==> config.mk <==
export PLATFORM = sky130hd
export DESIGN_NAME = alu_uart_sequencer
export DESIGN_NICKNAME = d
export VERILOG_FILES = /design/src/rtl/alu_uart_sequencer.sv
export SDC_FILE = /design/constraint.sdc
export NUM_CORES = 1
export LEC_CHECK = 0
export ABC_AREA = 1
export CORE_UTILIZATION = 25
export DETAILED_ROUTE_END_ITERATION = 7
export DONT_BUFFER_PORTS = 1
export SYNTH_ARGS = -nofsm -noshare
export SYNTH_HDL_FRONTEND = slang
export SYNTH_SLANG_ARGS = --single-unit
==> constraint.sdc <==
create_clock -name clk -period 1.8 [get_ports clk]
set_input_delay 0.09 -clock clk [delete_from_list [all_inputs] [get_ports clk]]
set_output_delay 0.09 -clock clk [all_outputs]
set_load 0.05 [all_outputs]
==> src/rtl/alu_uart_sequencer.sv <==
// Sequences UART bytes into ALU operands/opcode, executes, and streams the
// ALU result back out through the UART transmitter, LSB byte first.
module alu_uart_sequencer #(
    parameter int BUS = 8,
    parameter int OPW = 6
) (
    input  logic           clk,
    input  logic           rst,
    input  logic [7:0]     rx_data,
    input  logic           rx_done,
    input  logic           tx_done,
    input  logic [BUS-1:0] alu_result,
    output logic [BUS-1:0] alu_a,
    output logic [BUS-1:0] alu_b,
    output logic [OPW-1:0] alu_opcode,
    output logic [7:0]     tx_data,
    output logic           tx_start,
    output logic           busy
);

    localparam int NBYTES = BUS / 8;
    localparam int CW     = (NBYTES > 1) ? $clog2(NBYTES) : 1;
    localparam logic [CW-1:0] LAST = CW'(NBYTES - 1);

    typedef enum logic [2:0] {
        RX_A,
        RX_B,
        RX_OP,
        EXEC,
        TX_START,
        TX_WAIT
    } state_t;

    state_t         state_q, state_d;
    logic [CW-1:0]  cnt_q, cnt_d;
    logic [BUS-1:0] a_q, a_d;
    logic [BUS-1:0] b_q, b_d;
    logic [OPW-1:0] op_q, op_d;
    logic [BUS-1:0] res_q, res_d;
    logic [7:0]     txd_q, txd_d;
    logic           txs_q, txs_d;
    logic           busy_q, busy_d;

    function automatic logic [7:0] pick_byte(input logic [BUS-1:0] w,
                                             input logic [CW-1:0]  idx);
        logic [7:0] r;
        r = '0;
        for (int unsigned k = 0; k < NBYTES; k++) begin
            if (idx == CW'(k)) r = w[8*k +: 8];
        end
        return r;
    endfunction

    function automatic logic [BUS-1:0] put_byte(input logic [BUS-1:0] w,
                                                input logic [CW-1:0]  idx,
                                                input logic [7:0]     v);
        logic [BUS-1:0] r;
        r = w;
        for (int unsigned k = 0; k < NBYTES; k++) begin
            if (idx == CW'(k)) r[8*k +: 8] = v;
        end
        return r;
    endfunction

    always_ff @(posedge clk) begin
        if (rst) begin
            state_q <= RX_A;
            cnt_q   <= '0;
            a_q     <= '0;
            b_q     <= '0;
            op_q    <= '0;
            res_q   <= '0;
            txd_q   <= '0;
            txs_q   <= 1'b0;
            busy_q  <= 1'b0;
        end else begin
            state_q <= state_d;
            cnt_q   <= cnt_d;
            a_q     <= a_d;
            b_q     <= b_d;
            op_q    <= op_d;
            res_q   <= res_d;
            txd_q   <= txd_d;
            txs_q   <= txs_d;
            busy_q  <= busy_d;
        end
    end

    always_comb begin
        state_d = state_q;
        cnt_d   = cnt_q;
        a_d     = a_q;
        b_d     = b_q;
        op_d    = op_q;
        res_d   = res_q;
        txd_d   = txd_q;
        txs_d   = 1'b0;

        case (state_q)
            RX_A: begin
                if (rx_done) begin
                    a_d = put_byte(a_q, cnt_q, rx_data);
                    if (cnt_q == LAST) begin
                        cnt_d   = '0;
                        state_d = RX_B;
                    end else begin
                        cnt_d = cnt_q + 1'b1;
                    end
                end
            end
            RX_B: begin
                if (rx_done) begin
                    b_d = put_byte(b_q, cnt_q, rx_data);
                    if (cnt_q == LAST) begin
                        cnt_d   = '0;
                        state_d = RX_OP;
                    end else begin
                        cnt_d = cnt_q + 1'b1;
                    end
                end
            end
            RX_OP: begin
                if (rx_done) begin
                    op_d    = rx_data[OPW-1:0];
                    state_d = EXEC;
                end
            end
            EXEC: begin
                // tx_data/tx_start are registered, so the first byte is taken
                // straight from alu_result while it is being captured.
                res_d   = alu_result;
                cnt_d   = '0;
                txd_d   = pick_byte(alu_result, '0);
                txs_d   = 1'b1;
                state_d = TX_START;
            end
            TX_START: begin
                state_d = TX_WAIT;
            end
            TX_WAIT: begin
                if (tx_done) begin
                    if (cnt_q == LAST) begin
                        cnt_d   = '0;
                        state_d = RX_A;
                    end else begin
                        cnt_d   = cnt_q + 1'b1;
                        txd_d   = pick_byte(res_q, cnt_q + 1'b1);
                        txs_d   = 1'b1;
                        state_d = TX_START;
                    end
                end
            end
            default: begin
                cnt_d   = '0;
                state_d = RX_A;
            end
        endcase

        busy_d = (state_d == EXEC) || (state_d == TX_START) || (state_d == TX_WAIT);
    end

    assign alu_a      = a_q;
    assign alu_b      = b_q;
    assign alu_opcode = op_q;
    assign tx_data    = txd_q;
    assign tx_start   = txs_q;
    assign busy       = busy_q;

endmodule

Yosys cells after proc, flatten, opt, wreduce, memory -nomap -nowiden
Cells that the tools add are included.
{"block": "op_classes", "bitwise_logic": 2, "order_cmp": 0, "reduce_logical": 11, "eq_ne": 11, "muxes": 19, "n_div": 0, "mul": 0, "n_shift": 0, "n_addsub": 1}
{"op": "$mux W8", "count": 3}
{"op": "$mux W3", "count": 7}
{"op": "$pmux W3 S6", "count": 1}
{"op": "$pmux W8 S2", "count": 1}
{"op": "$eq A3 B3 Y1 const B", "count": 4}
{"op": "$reduce_and A3 Y1", "count": 4}
{"op": "$eq A3 B2 Y1 const B", "count": 3}
{"op": "$mux W1", "count": 5}
{"op": "$ne A2 B2 Y1 const B", "count": 2}
{"op": "$reduce_or A2 Y1", "count": 2}
{"op": "$eq A3 B1 Y1 const B", "count": 1}
{"op": "$logic_not A3 Y1", "count": 1}
{"op": "$pmux W1 S3", "count": 1}
{"op": "$logic_or A1 B1 Y1", "count": 2}
{"op": "$ne A2 B1 Y1 const B", "count": 1}
{"op": "$not A1 Y1", "count": 2}
{"op": "$pmux W1 S2", "count": 1}
{"op": "$reduce_and A2 Y1", "count": 1}
{"op": "$reduce_bool A2 Y1", "count": 1}
{"op": "$add A1 B1 Y1 const B", "count": 1}
{"block": "word_totals", "rom_bits": 0, "mem_bits_rw": 0, "latchBits": 0, "ff_bits": 44, "inputBits": 20, "mem_count": 0, "word_cells": 53}

Logic depth before layout (Yosys ltp)
Gate-level depths: netlist of the first run.
{"block": "logic_depth", "ltp_word": 6, "mapped_depth": 7, "mapped_depth_nobuf": 7}

Least setup slack after synthesis of the first run
OpenSTA, ideal clock, no wires.
{"block": "synth_path", "kind": "register to register", "startpoint": "register state_q[1]", "endpoint": "register txd_q[0] (netlist: tx_data[0])", "stages_incl_launch_ff": 7, "t_required_ns": 1.684, "arrival_ns": 0.974, "slack_ns": 0.710, "n_path_buf": 1, "synth_period_minus_slack_ns": 1.090, "path_cell_list": "dfxtp_1 -> nand2_1 -> nor2_4 -> inv_2 -> buf_2 -> nor2_1 -> nor2_1"}
{"block": "synth_via", "elab_chain_cells": 3, "elab_cells_between_ends": 7, "classes_between": "4 x eq/ne; 1 x mux; 2 x reduce/logical"}
{"item": "start, declared", "line": "34", "rtl": "state_t state_q, state_d;"}
{"item": "start signal, assigned", "line": "77", "rtl": "state_q <= state_d;"}
{"item": "$eq A3 B3 Y1 / $eq A3 B2 Y1 (equally long branches)", "line": "99", "rtl": "case (state_q)"}
{"item": "$ne A2 B2 Y1 (no source line) / $reduce_bool A2 Y1 (equally long branches)"}
{"item": "$reduce_and A3 Y1 (no source line)"}
{"item": "end signal, assigned", "line": "83", "rtl": "txd_q <= txd_d;"}
{"item": "end, declared", "line": "40", "rtl": "logic [7:0] txd_q, txd_d;"}
Several ways; a longest one is shown, not always the timed one.
A chain may end at the register's enable or synchronous reset.

Worst setup path after layout of the first run
{"block": "layout_path", "startpoint": "register state_q[2]", "endpoint": "register a_q[4] (netlist: alu_a[4])"}
{"block": "layout_via", "elab_chain_cells": 2}
{"item": "$logic_not A3 Y1", "line": "99"}
{"item": "$reduce_and A3 Y1 (no source line)"}
{"item": "end signal, assigned", "line": "69", "rtl": "a_q <= '0;"}
{"item": "end signal, assigned", "line": "79", "rtl": "a_q <= a_d;"}
{"item": "end, declared", "line": "36", "rtl": "logic [BUS-1:0] a_q, a_d;"}
No other way between the ends.

==> impl_metrics.sql, run 1 <==
INSERT INTO impl_metrics (metric_group, metric, value, unit) VALUES
('global_route', 'grt_start_max_net_pins', '23', ''),
('sta', 'slew_viol_final', '0', ''),
('worst_setup_path', 'crit_path_end_kind', 'flip-flop', ''),
('sta', 'clock.fmax', '631', 'MHz'),
('worst_setup_path', 'crit_start', 'state_q[2]', ''),
('global_route', 'via_count_of_the_first_global_routing_pass', '1279', ''),
('cts', 'cts.sink_count', '35', ''),
('cts', 'clock_tree_from_tritoncts', 'done', ''),
('cells_and_area', 'fill_cells', '611', ''),
('synth', 'ys_seq_area_share', '48.4', '%'),
('worst_hold_path', 'holdPathStages', '3', ''),
('cells_and_area', 'multi_input_comb_area', '593', 'µm²'),
('drt', 'route.detailed.wl_per_inst', '12.3', 'µm'),
('worst_setup_path', 'worstPathRequired', '2.02', 'ns'),
('pwr', 'comb_power_share', '14.4', '%'),
('pwr', 'leakage', '0.858', 'nW'),
('cts', 'numCtsBuffers', '5', ''),
('cells_and_area', 'fraction_of_layout_instances_using_a_drive_strength_above_1', '12.0', '%'),
('drt', 'ant_nets', '0', ''),
('worst_setup_path', 'worst_r2r_path_depth', '4', ''),
('drt', 'routedLengthMet1', '1.64', 'mm'),
('cts', 'clockBufferDepth', '2', ''),
('die', 'design.die.area', '0.00610', 'mm²'),
('run_status', 'status', 'finished clean', ''),
('cells_and_area', 'flow.area_growth_from_synthesis', '30.2', '%'),
('synth', 'synthesis.yosys.warnings', '0', ''),
('worst_hold_path', 'hold_path.class', 'input pin to flip-flop', ''),
('cells_and_area', 'seq_area', '701', 'µm²'),
('die', 'floorplan.rows', '27', ''),
('worst_hold_path', 'hold_path_startpoint', 'rx_done', ''),
('global_route', 'global_route.usage.total', '13.1', '%'),
('worst_hold_path', 'holdPathEnd', 'alu_b[7]', ''),
('die', 'floorplan.core_area', '0.00554', 'mm²'),
('sta', 'fin_worst_hold_slack', '0.0108', 'ns'),
('sta', 'finalSetupViolations', '0', ''),
('worst_setup_path', 'worstPathMaxFanout', '10', ''),
('drt', 'route.detailed.drc', '0', ''),
('die', 'die_x', '78.1', 'µm'),
('cts', 'clk_latency', '0.28', 'ns'),
('placed_design', 'place.gp.congestion', '0.733', ''),
('sta', 'relSlewSlack', '58.8', '%'),
('sta', 'hold_violations', '0', ''),
('cts', 'path_clk_slew', '0.07', 'ns'),
('pwr', 'internal_power_consumption', '1.22', 'mW'),
('worst_setup_path', 'critPathKind', 'flip-flop to flip-flop', ''),
('pwr', 'total_power', '1.78', 'mW'),
('sta', 'timing_worst_slew_pin_value', '0.617', 'ns'),
('worst_setup_path', 'reg2reg_slack', '0.22', 'ns'),
('placed_design', 'number_of_input_and_output_port_buffers_inserted', '0', ''),
('sta', 'setup_tns', '0', 'ns'),
('worst_setup_path', 'regToRegEndpoint', 'alu_a[4]', ''),
('drt', 'drt_first_pass_iters', '4', ''),
('sta', 'post_route_fraction_of_the_period_consumed_by_the_critical_path', '88.0', '%'),
('global_route', 'grt_first_pass_wirelength', '6.20', 'mm'),
('synth', 'ys_seq_elements', '35', ''),
('synth', 'synth.avg_cell_area', '7.17', 'µm²'),
('drt', 'wl_met2', '1.73', 'mm'),
('drt', 'route.top_layer_used', 'met4', ''),
('cts', 'cts_hold_buf', '21', ''),
('synth', 'netlist-cell-type-count', '16', ''),
('sta', 'timing.clock.skew', '0.00659', 'ns'),
('synth', 'synth.cell_area', '0.00145', 'mm²'),
('worst_setup_path', 'regToRegStartpoint', 'state_q[2]', ''),
('drt', 'wirelength', '3.75', 'mm'),
('global_route', 'overflow', '0', ''),
('cts', 'clock_tree.root_cell', 'sky130_fd_sc_hd__clkbuf_8', ''),
('pwr', 'power_density', '943', 'mW/mm²'),
('placed_design', 'dpl.hpwl', '2.52', 'mm'),
('drt', 'drt-initial-drc-count', '78', ''),
('global_route', 'antenna_found_initial', '0', ''),
('cells_and_area', 'final_net_count', '253', '');
-- flip-flops by register name (all words and copies together), names as in the netlist --
| signal | count |
|---|---|
| alu_opcode | 6 |
| tx_start | 1 |
| tx_data | 8 |
| alu_a | 8 |
| alu_b | 8 |
| state_q | 3 |
| busy | 1 |
-- power by group through the flow --
stage	clock [mW]	combinational, mW	sequential (mW)
2_1_floorplan	0	0.149	0.995
3_3_place_gp	0	0.206	0.971
3_5_place_dp	0	0.208	0.971
4_1_cts	0.595	0.257	0.953
5_1_grt	0.631	0.288	0.958
6_report	0.568	0.256	0.952
-- cell usage after synthesis --
library cell / number / share of area [%]
sky130_fd_sc_hd__nor2_2: 1 / 0.43
sky130_fd_sc_hd__nand3_4: 1 / 1.2
sky130_fd_sc_hd__nor2_1: 42 / 11
sky130_fd_sc_hd__nand2_2: 1 / 0.43
sky130_fd_sc_hd__a21oi_1: 10 / 3.5
sky130_fd_sc_hd__inv_1: 27 / 7.0
sky130_fd_sc_hd__nand3_1: 9 / 3.1
sky130_fd_sc_hd__inv_2: 3 / 0.78
sky130_fd_sc_hd__clkbuf_1: 3 / 0.78
sky130_fd_sc_hd__clkbuf_2: 1 / 0.35
sky130_fd_sc_hd__dfxtp_1: 35 / 48
sky130_fd_sc_hd__nand2_1: 38 / 9.9
sky130_fd_sc_hd__buf_2: 5 / 1.7
sky130_fd_sc_hd__o21ai_0: 8 / 2.8
sky130_fd_sc_hd__nand4_1: 15 / 6.5
sky130_fd_sc_hd__nor2_4: 3 / 2.3
-- critical path, cell delays in order, from the launching register on --
cell	delay, ns
sky130_fd_sc_hd__dfxtp_1	0.43
sky130_fd_sc_hd__nor2_4	0.27
sky130_fd_sc_hd__nand4_1	0.11
sky130_fd_sc_hd__dlygate4sd3_1	0.58
sky130_fd_sc_hd__a21oi_1	0.14
-- final cells by class --
cell class | count | share of cell area [%]
clock buffer | 6 | 4.38
clock inverter | 1 | 0.266
inverter | 30 | 5.98
tap | 72 | 4.78
sequential | 35 | 37.2
multi-input combinational | 128 | 31.5
timing repair buffer | 33 | 15.9
-- stage by stage --
stage / cell area (µm²) / std cells / setup WS [ns]
after floorplan: 1450 / 202 / 0.710
after global placement: 1590 / 277 / 0.610
after detailed placement: 1590 / 277 / 0.576
after CTS: 1880 / 305 / 0.214
after global routing: 1880 / 305 / 0.0615
final: 1880 / 305 / 0.215
-- cells in the final DEF, fill, tap and decap left out --
master,count
sky130_fd_sc_hd__dfxtp_1,35
sky130_fd_sc_hd__nand4_1,15
sky130_fd_sc_hd__nand2_1,38
sky130_fd_sc_hd__inv_1,27
sky130_fd_sc_hd__nand3_1,9
sky130_fd_sc_hd__nor2_4,3
sky130_fd_sc_hd__a21oi_1,10
sky130_fd_sc_hd__dlygate4sd3_1,21
sky130_fd_sc_hd__buf_4,12
sky130_fd_sc_hd__clkinv_2,1
sky130_fd_sc_hd__nor2_1,42
sky130_fd_sc_hd__inv_2,3
sky130_fd_sc_hd__nor2_2,1
sky130_fd_sc_hd__clkbuf_8,6
sky130_fd_sc_hd__nand2_2,1
sky130_fd_sc_hd__o21ai_0,8
sky130_fd_sc_hd__nand3_4,1
-- layer usage --
| layer | up-vias | track usage [%] |
|---|---|---|
| li1 | 690 | - |
| met1 | 614 | 15.8 |
| met2 | 34 | 20.7 |
| met3 | 4 | 4.77 |
| met4 | 0 | 6.30 |
| met5 | - | 0 |
-- logic make-up after synthesis --
group                  synth area share, %
AOI/OAI and AO/OA                     6.22
DFF                                   48.4
and+or+nand+nor                       34.7
buffers and inverters                 10.6
-- worst max-delay path by stage --
stage                             to  slack [ns]  depth (start not counted)
after floorplan           tx_data[0]        0.71                          6
after global placement          busy        0.61                          5
after detailed placement        busy        0.58                          5
after CTS                   alu_a[0]        0.21                          4
after global routing        alu_a[4]        0.06                          4
final                       alu_a[4]        0.22                          4
(Power assumes the default switching activity.)
==> inputs of run 2 (changes only) <==
--- a/config.mk
+++ b/config.mk
@@ -5,8 +5,9 @@
 export SDC_FILE = /design/constraint.sdc
 export NUM_CORES = 1
 export LEC_CHECK = 0
-export ABC_AREA = 1
+export CAP_MARGIN = 20
 export CORE_UTILIZATION = 25
+export CTS_BUF_LIST = sky130_fd_sc_hd__clkbuf_16
 export DETAILED_ROUTE_END_ITERATION = 7
 export DONT_BUFFER_PORTS = 1
 export SYNTH_ARGS = -nofsm -noshare
==> run 2 against run 1 <==
Design area fell by 5.5%. Sequential cell count did not move. Via count fell by 27%. Critical path depth fell by 1. Clock power rose by 47%. Critical path type unchanged.
==> impl_metrics.sql, run 2 <==
INSERT INTO impl_metrics (metric_group, metric, value, unit) VALUES
('cts', 'clock_tree_from_tritoncts', 'done', ''),
('synth', 'synth_edf_count', '0', ''),
('synth', 'synth.cell_area', '0.00134', 'mm²'),
('global_route', 'antenna_found_initial', '0', ''),
('synth', 'synthesis.yosys.warnings', '0', ''),
('global_route', 'global_route.usage.met2', '16.6', '%'),
('placed_design', 'place.gp.congestion', '0.695', ''),
('global_route', 'overflow', '0', ''),
('worst_setup_path', 'worst_path_largest_cell_delay', '0.54', 'ns'),
('synth', 'synth.avg_cell_area', '9.83', 'µm²'),
('synth', 'multiplexer_area_fraction_after_synthesis', '16.5', '%'),
('drt', 'route.detailed.wl_per_inst', '12.9', 'µm'),
('cells_and_area', 'fraction_of_layout_instances_using_a_drive_strength_above_1', '14.2', '%'),
('sta', 'finalSetupViolations', '0', ''),
('worst_setup_path', 'cp_top_family', 'flip-flops', ''),
('placed_design', 'number_of_input_and_output_port_buffers_inserted', '0', ''),
('drt', 'wirelength', '2.98', 'mm'),
('global_route', 'grt_first_pass_wirelength', '4.55', 'mm'),
('cts', 'clk_latency', '0.28', 'ns'),
('cells_and_area', 'post_layout_cell_count', '232', ''),
('drt', 'routed-via-count', '985', ''),
('cts', 'path_clk_slew', '0.06', 'ns'),
('synth', 'ys_seq_elements', '35', ''),
('worst_setup_path', 'regToRegEndpoint', 'alu_b[5]', ''),
('synth', 'leading_cell_types_by_count_after_synthesis', '35 x sky130_fd_sc_hd__dfxtp_1, 24 x sky130_fd_sc_hd__nor2_1, 22 x sky130_fd_sc_hd__mux2i_1', ''),
('synth', 'synth_area_leaders', 'sky130_fd_sc_hd__dfxtp_1 52%, sky130_fd_sc_hd__mux2i_1 16%, sky130_fd_sc_hd__nor2_1 6.7%', ''),
('pwr', 'leakage', '0.716', 'nW'),
('synth', 'netlist-cell-type-count', '24', ''),
('worst_setup_path', 'worst_r2r_path_depth', '3', ''),
('die', 'floorplan.rows', '26', ''),
('sta', 'clock.fmax', '712', 'MHz'),
('placed_design', 'dpl.hpwl', '1.91', 'mm'),
('worst_setup_path', 'critPathKind', 'flip-flop to flip-flop', ''),
('drt', 'viasPerCell', '4.25', ''),
('cts', 'numCtsBuffers', '5', ''),
('synth', 'synth.net_count', '156', ''),
('die', 'floorplan.core_area', '0.00514', 'mm²'),
('synth', 'synth_top_flop_cell', 'sky130_fd_sc_hd__dfxtp_1', ''),
('run_status', 'status', 'finished clean', ''),
('global_route', 'use_met3', '4.82', '%'),
('cells_and_area', 'antenna_cells', '0', ''),
('sta', 'slew_viol_final', '0', ''),
('die', 'die_h', '75.1', 'µm'),
('sta', 'timing.final.ws_setup', '0.396', 'ns'),
('worst_setup_path', 'slowest_stage', 'sky130_fd_sc_hd__dfxtp_1', ''),
('worst_setup_path', 'crit_buf_inv', '0', ''),
('cells_and_area', 'mostFrequentLayoutCell', 'sky130_fd_sc_hd__dfxtp_1', ''),
('worst_setup_path', 'cp_data_arrival_time', '1.57', 'ns'),
('sta', 'finalWorstPathRequiredPeriod', '1.40', 'ns'),
('synth', 'netlist_instances', '136', ''),
('synth', 'synth-simple-area-share', '19.6', '%'),
('worst_hold_path', 'holdPathEnd', 'state_q[0]', ''),
('die', 'design.die.area', '0.00564', 'mm²'),
('drt', 'drt_first_pass_iters', '4', ''),
('cts', 'cts_resized', '0', ''),
('cts', 'clock_tree.root_cell', 'sky130_fd_sc_hd__clkbuf_16', ''),
('worst_hold_path', 'holdPathStages', '3', ''),
('synth', 'yosys.cell_count.top_type', 'sky130_fd_sc_hd__dfxtp_1', ''),
('cells_and_area', 'final_net_count', '181', ''),
('synth', 'synthXorXnorAreaFrac', '0', '%'),
('drt', 'ant_nets', '0', ''),
('worst_setup_path', 'path_cells', 'and4bb_2, mux2i_1, nor2_1', ''),
('worst_hold_path', 'hold_path.class', 'input pin to flip-flop', ''),
('die', 'initial_utilization', '26.0', '%'),
('die', 'die_x', '75.1', 'µm'),
('drt', 'route.detailed.drc', '0', ''),
('global_route', 'busiest_layer', 'met2', ''),
('global_route', 'via_count_of_the_first_global_routing_pass', '899', ''),
('placed_design', 'post-place-ws', '0.401', 'ns'),
('die', 'pin_count', '52', ''),
('pwr', 'total_power', '1.94', 'mW'),
('cts', 'cts_post_setup_buffers_inserted', '0', ''),
('sta', 'hold_violations', '0', ''),
('global_route', 'global_route.usage.total', '11.4', '%'),
('worst_setup_path', 'reg2reg_slack', '0.40', 'ns'),
('synth', 'synth_top_area_cell', 'sky130_fd_sc_hd__dfxtp_1', ''),
('synth', 'synth_fa_ha_area_share', '0', '%'),
('cells_and_area', 'layout_common_cells', '35 x sky130_fd_sc_hd__dfxtp_1, 24 x sky130_fd_sc_hd__nor2_1, 22 x sky130_fd_sc_hd__mux2i_1', ''),
('sta', 'relSlewSlack', '64.4', '%'),
('cells_and_area', 'flow.area_growth_from_synthesis', '33.2', '%'),
('run', 'drv_cap', '0', ''),
('cts', 'htreeDepth', '2', ''),
('synth', 'compound_cell_area_share_of_the_yosys_netlist', '6.18', '%'),
('worst_setup_path', 'crit_path_end_kind', 'flip-flop', ''),
('global_route', 'use_met1', '14.3', '%'),
('worst_setup_path', 'timing.critical_path.from_type', 'flip-flop', ''),
('cells_and_area', 'utilization', '34.6', '%'),
('pwr', 'power_density', '1090', 'mW/mm²'),
('sta', 'setup_repair_after_global_routing_missed_its_margin', 'no', ''),
('sta', 'timing_worst_slew_pin_value', '0.534', 'ns'),
('synth', 'synth_top_family_by_area', 'simple AND/OR/NAND/NOR gates', ''),
('worst_setup_path', 'regToRegStartpoint', 'state_q[0]', ''),
('pwr', 'power.ir.vdd_worst', '0.466', 'mV'),
('drt', 'drt-initial-drc-count', '49', ''),
('placed_design', 'post-place-cells', '206', ''),
('synth', 'ys_seq_area_share', '52.4', '%'),
('worst_hold_path', 'hold_path_startpoint', 'rst', ''),
('worst_setup_path', 'worstPathMaxFanout', '11', ''),
('synth', 'synth-async-reset-ratio', '0', '%'),
('cts', 'cts.sink_count', '35', ''),
('synth', 'synth_top_cell_area_share', '52.4', '%'),
('worst_setup_path', 'worstPathRequired', '1.97', 'ns'),
('cts', 'clockBufferDepth', '2', ''),
('sta', 'timing.clock.skew', '0.00330', 'ns'),
('global_route', 'grt_start_max_net_pins', '36', ''),
('sta', 'setup_tns', '0', 'ns'),
('sta', 'post_route_fraction_of_the_period_consumed_by_the_critical_path', '78.0', '%');
==> run 2: layout make-up <==
cell class	count	area [µm²]
fill	567	3360
sequential	35	701
multi-input combinational	89	571
timing repair buffer	29	273
clock buffer	5	125
tap	70	87.6
clock inverter	3	20.0
inverter	1	3.75
==> run 2: cells by family (layout without fill, tap and decap cells) <==
logic type	after synthesis	count (layout)
compound gates	15	15
flops	35	35
buf+inv	12	38
simple gates	52	52
mux	22	22
==> run 2: per-stage QoR <==
step                      hold WS [ns]  instance area [µm²]
final                           0.0193                 1780
after floorplan                  0.226                 1340
after detailed placement         0.166                 1450
after CTS                       0.0143                 1780
after global placement           0.163                 1450
after global routing            0.0539                 1780
==> run 2: routing by layer <==
layer	routed length, µm	share of wire, %	up-vias
met4	59	2.0	0
met2	1370	46	25
met3	222	7.4	6
li1	-	-	499
met5	0	0	-
met1	1330	45	455
==> run 2: worst reg2reg max path, cell delays in order (launching register included) <==
cell and delay, ns:
sky130_fd_sc_hd__dfxtp_1 0.54, sky130_fd_sc_hd__and4bb_2 0.48, sky130_fd_sc_hd__mux2i_1 0.23, sky130_fd_sc_hd__nor2_1 0.05
==> run 2: worst max-delay path by stage <==
stage / startpoint / depth (start not counted) / slack (ns) / to
floorplan: state_q[1] / 5 / 0.48 / alu_a[0]
global placement: state_q[0] / 3 / 0.43 / alu_b[2]
detailed placement: state_q[0] / 3 / 0.40 / alu_b[7]
CTS: state_q[0] / 3 / 0.40 / alu_b[7]
global route: state_q[0] / 3 / 0.28 / alu_b[3]
finish: state_q[0] / 3 / 0.40 / alu_b[5]
==> run 2: report_power, final <==
group / total [mW] / switching [mW] / internal, mW
combinational: 0.214 / 0.119 / 0.0952
sequential: 0.895 / 0.0862 / 0.809
clock: 0.835 / 0.326 / 0.509
total: 1.94 / 0.531 / 1.41
==> run 2: repair_timing <==
action / in CTS / in global routing
endpoints found under the setup margin: 0 / 0
hold buffers: 18 / 0
endpoints found under the hold margin: 35 / 0
==> inputs of run 3 (changes only) <==
==> constraint.sdc (replaced) <==
create_clock -name clk -period 1.1 [get_ports clk]
set_input_delay 0.055 -clock clk [delete_from_list [all_inputs] [get_ports clk]]
set_output_delay 0.055 -clock clk [all_outputs]
set_load 0.05 [all_outputs]
==> run 3 against run 2 <==
The flow now finishes with violations (hold timing, setup timing). Highest routed layer unchanged. Worst setup slack lost 0.55 ns. Clock-buffer cell count is the same. Register-to-register slack lost 0.55 ns. Non-clock buffer count grew 13. Critical path depth is the same. Critical endpoint is now alu_a[1]. Sequential power grew 53%.
==> impl_metrics.sql, run 3 (synthesis gave the netlist of run 2 again) <==
INSERT INTO impl_metrics (metric_group, metric, value, unit) VALUES
('run_status', 'status', 'finished with violations', ''),
('run_status', 'violated_checks', 'hold timing, setup timing', ''),
('global_route', 'overflow', '0', ''),
('sta', 'timing_worst_slew_pin_value', '0.481', 'ns'),
('worst_setup_path', 'reg2reg_slack', '-0.15', 'ns'),
('cells_and_area', 'final_net_count', '194', ''),
('cts', 'numCtsBuffers', '5', ''),
('global_route', 'antenna_found_initial', '0', ''),
('worst_setup_path', 'crit_path_end_kind', 'flip-flop', ''),
('cts', 'clock_tree.root_cell', 'sky130_fd_sc_hd__clkbuf_16', ''),
('worst_hold_path', 'hold_path.class', 'input pin to flip-flop', ''),
('worst_setup_path', 'timing.critical_path.from_type', 'flip-flop', ''),
('cells_and_area', 'fill_cells', '567', ''),
('drt', 'routed-via-count', '1050', ''),
('sta', 'clock.fmax', '799', 'MHz'),
('global_route', 'via_count_of_the_first_global_routing_pass', '948', ''),
('drt', 'wirelength', '3.14', 'mm'),
('drt', 'ant_nets', '0', ''),
('placed_design', 'place.gp.congestion', '0.722', ''),
('worst_setup_path', 'critPathKind', 'flip-flop to flip-flop', ''),
('drt', 'viasPerCell', '4.32', ''),
('drt', 'wl_met2', '1.46', 'mm'),
('drt', 'met3WireLength', '212', 'µm'),
('die', 'die_h', '75.1', 'µm'),
('sta', 'hold_violations', '35', ''),
('global_route', 'grt_start_max_net_pins', '37', ''),
('cts', 'clock_tree_from_tritoncts', 'done', ''),
('placed_design', 'post-place-ws', '-0.149', 'ns'),
('sta', 'finalWorstPathRequiredPeriod', '1.25', 'ns'),
('cells_and_area', 'fraction_of_layout_instances_using_a_drive_strength_above_1', '34.7', '%'),
('pwr', 'power_density', '1640', 'mW/mm²'),
('worst_hold_path', 'hold_path_startpoint', 'rst', ''),
('cells_and_area', 'postLayoutCellArea', '0.00188', 'mm²'),
('die', 'floorplan.core_area', '0.00514', 'mm²'),
('worst_setup_path', 'worst_r2r_path_depth', '3', ''),
('sta', 'finalSetupViolations', '31', ''),
('global_route', 'grt_first_pass_wirelength', '4.77', 'mm'),
('drt', 'route.detailed.wl_per_inst', '12.9', 'µm'),
('worst_setup_path', 'worstPathRequired', '1.26', 'ns'),
('cells_and_area', 'antenna_cells', '0', ''),
('drt', 'drt_first_pass_iters', '4', ''),
('sta', 'slew_viol_final', '0', ''),
('cells_and_area', 'seq_area', '709', 'µm²'),
('global_route', 'global_route.usage.total', '11.7', '%'),
('worst_setup_path', 'regToRegStartpoint', 'state_q[2]', ''),
('placed_design', 'place_area', '0.00169', 'mm²'),
('die', 'floorplan.rows', '26', ''),
('cells_and_area', 'layout_common_cells', '35 x sky130_fd_sc_hd__buf_4, 32 x sky130_fd_sc_hd__dfxtp_1, 24 x sky130_fd_sc_hd__nor2_1', ''),
('placed_design', 'dpl.hpwl', '2.18', 'mm'),
('die', 'die_x', '75.1', 'µm'),
('die', 'pin_count', '52', ''),
('drt', 'route.top_layer_used', 'met4', ''),
('drt', 'routedLengthMet1', '1.43', 'mm'),
('worst_hold_path', 'holdPathEnd', 'state_q[1]', ''),
('worst_hold_path', 'holdPathStages', '1', ''),
('pwr', 'leakage', '0.817', 'nW'),
('worst_setup_path', 'worstPathMaxFanout', '8', ''),
('cts', 'clk_latency', '0.27', 'ns'),
('drt', 'drt-initial-drc-count', '32', ''),
('die', 'initial_utilization', '26.0', '%'),
('sta', 'relSlewSlack', '67.9', '%'),
('cts', 'path_clk_slew', '0.05', 'ns'),
('placed_design', 'number_of_input_and_output_port_buffers_inserted', '0', ''),
('sta', 'post_route_fraction_of_the_period_consumed_by_the_critical_path', '114', '%'),
('cts', 'htreeDepth', '2', ''),
('cells_and_area', 'mostFrequentLayoutCell', 'sky130_fd_sc_hd__buf_4', ''),
('cells_and_area', 'utilization', '36.6', '%'),
('die', 'design.die.area', '0.00564', 'mm²'),
('worst_setup_path', 'cp_data_arrival_time', '1.42', 'ns'),
('worst_setup_path', 'regToRegEndpoint', 'alu_a[1]', ''),
('sta', 'timing.clock.skew', '0.00238', 'ns'),
('run', 'drv_cap', '0', ''),
('sta', 'timing.final.ws_setup', '-0.151', 'ns'),
('pwr', 'power.ir.vdd_worst', '0.701', 'mV'),
('cts', 'cts.sink_count', '35', ''),
('sta', 'setup_repair_after_global_routing_missed_its_margin', 'yes', ''),
('sta', 'fin_worst_hold_slack', '-0.151', 'ns'),
('cells_and_area', 'multi_input_comb_area', '601', 'µm²'),
('cts', 'clockBufferDepth', '2', ''),
('cells_and_area', 'flow.area_growth_from_synthesis', '40.7', '%'),
('drt', 'route.detailed.drc', '0', '');
-- run 3: cell types whose count changed in the layout (fill, tap and decap cells not counted), sizes merged --
cell and delta:
inv +1, clkinv -2, buf +30, clkinvlp -1, dlygate4sd3 -17
-- run 3: metrics by stage --
stage	hold slack, ns	TNS (ns)	power [mW]	cells
CTS	-0.160	-2.10	3.12	243
finish	-0.151	-2.31	3.09	243
global route	-0.158	-4.01	3.24	243
detailed placement	0.132	-2.88	1.84	237
global placement	0.130	-2.44	1.84	237
floorplan	0.195	-2.83	1.74	136
-- run 3: worst max path at each step --
| stage | startpoint | cells after the start | end |
|---|---|---|---|
| 4_1_cts | state_q[0] | 4 | alu_opcode[4] |
| 3_3_place_gp | state_q[0] | 3 | alu_a[3] |
| 3_5_place_dp | state_q[0] | 3 | alu_a[2] |
| 2_1_floorplan | state_q[1] | 5 | alu_a[0] |
| 5_1_grt | state_q[2] | 3 | alu_a[1] |
| 6_report | state_q[2] | 3 | alu_a[1] |
-- run 3: where the power goes --
group	total, mW	switching (mW)	leakage [nW]	internal, mW
Combinational	0.475	0.282	0.464	0.193
Clock	1.25	0.443	0.0669	0.802
Sequential	1.37	0.0465	0.286	1.33
-- run 3: worst max-delay path: stages (launching register included) --
cell and delay (ns):
sky130_fd_sc_hd__dfxtp_4 0.36, sky130_fd_sc_hd__or4b_4 0.61, sky130_fd_sc_hd__nand2_1 0.11, sky130_fd_sc_hd__a21oi_2 0.05
-- run 3: metal layers --
| layer | vias up | GRT usage, % |
|---|---|---|
| met3 | 4 | 3.88 |
| li1 | 525 | - |
| met1 | 495 | 15.3 |
| met2 | 26 | 17.0 |
| met5 | - | 0 |
| met4 | 0 | 6.29 |
-- run 3: cell type report --
| cell class | count | share of cell area (%) |
|---|---|---|
| timing repair buffer | 42 | 18.6 |
| clock inverter | 1 | 0.200 |
| tap | 70 | 4.66 |
| inverter | 1 | 0.200 |
| multi-input combinational | 89 | 31.9 |
| sequential | 35 | 37.7 |
| clock buffer | 5 | 6.65 |
-- run 3: timing repair --
item / 4_1_cts / 5_1_grt
setup endpoints to repair: 32 / 32
gates resized for setup: 9 / 10
hold endpoints to repair: 35 / 35
gates cloned: 0 / 0
setup buffers: 0 / 0
pin swaps: 8 / 14
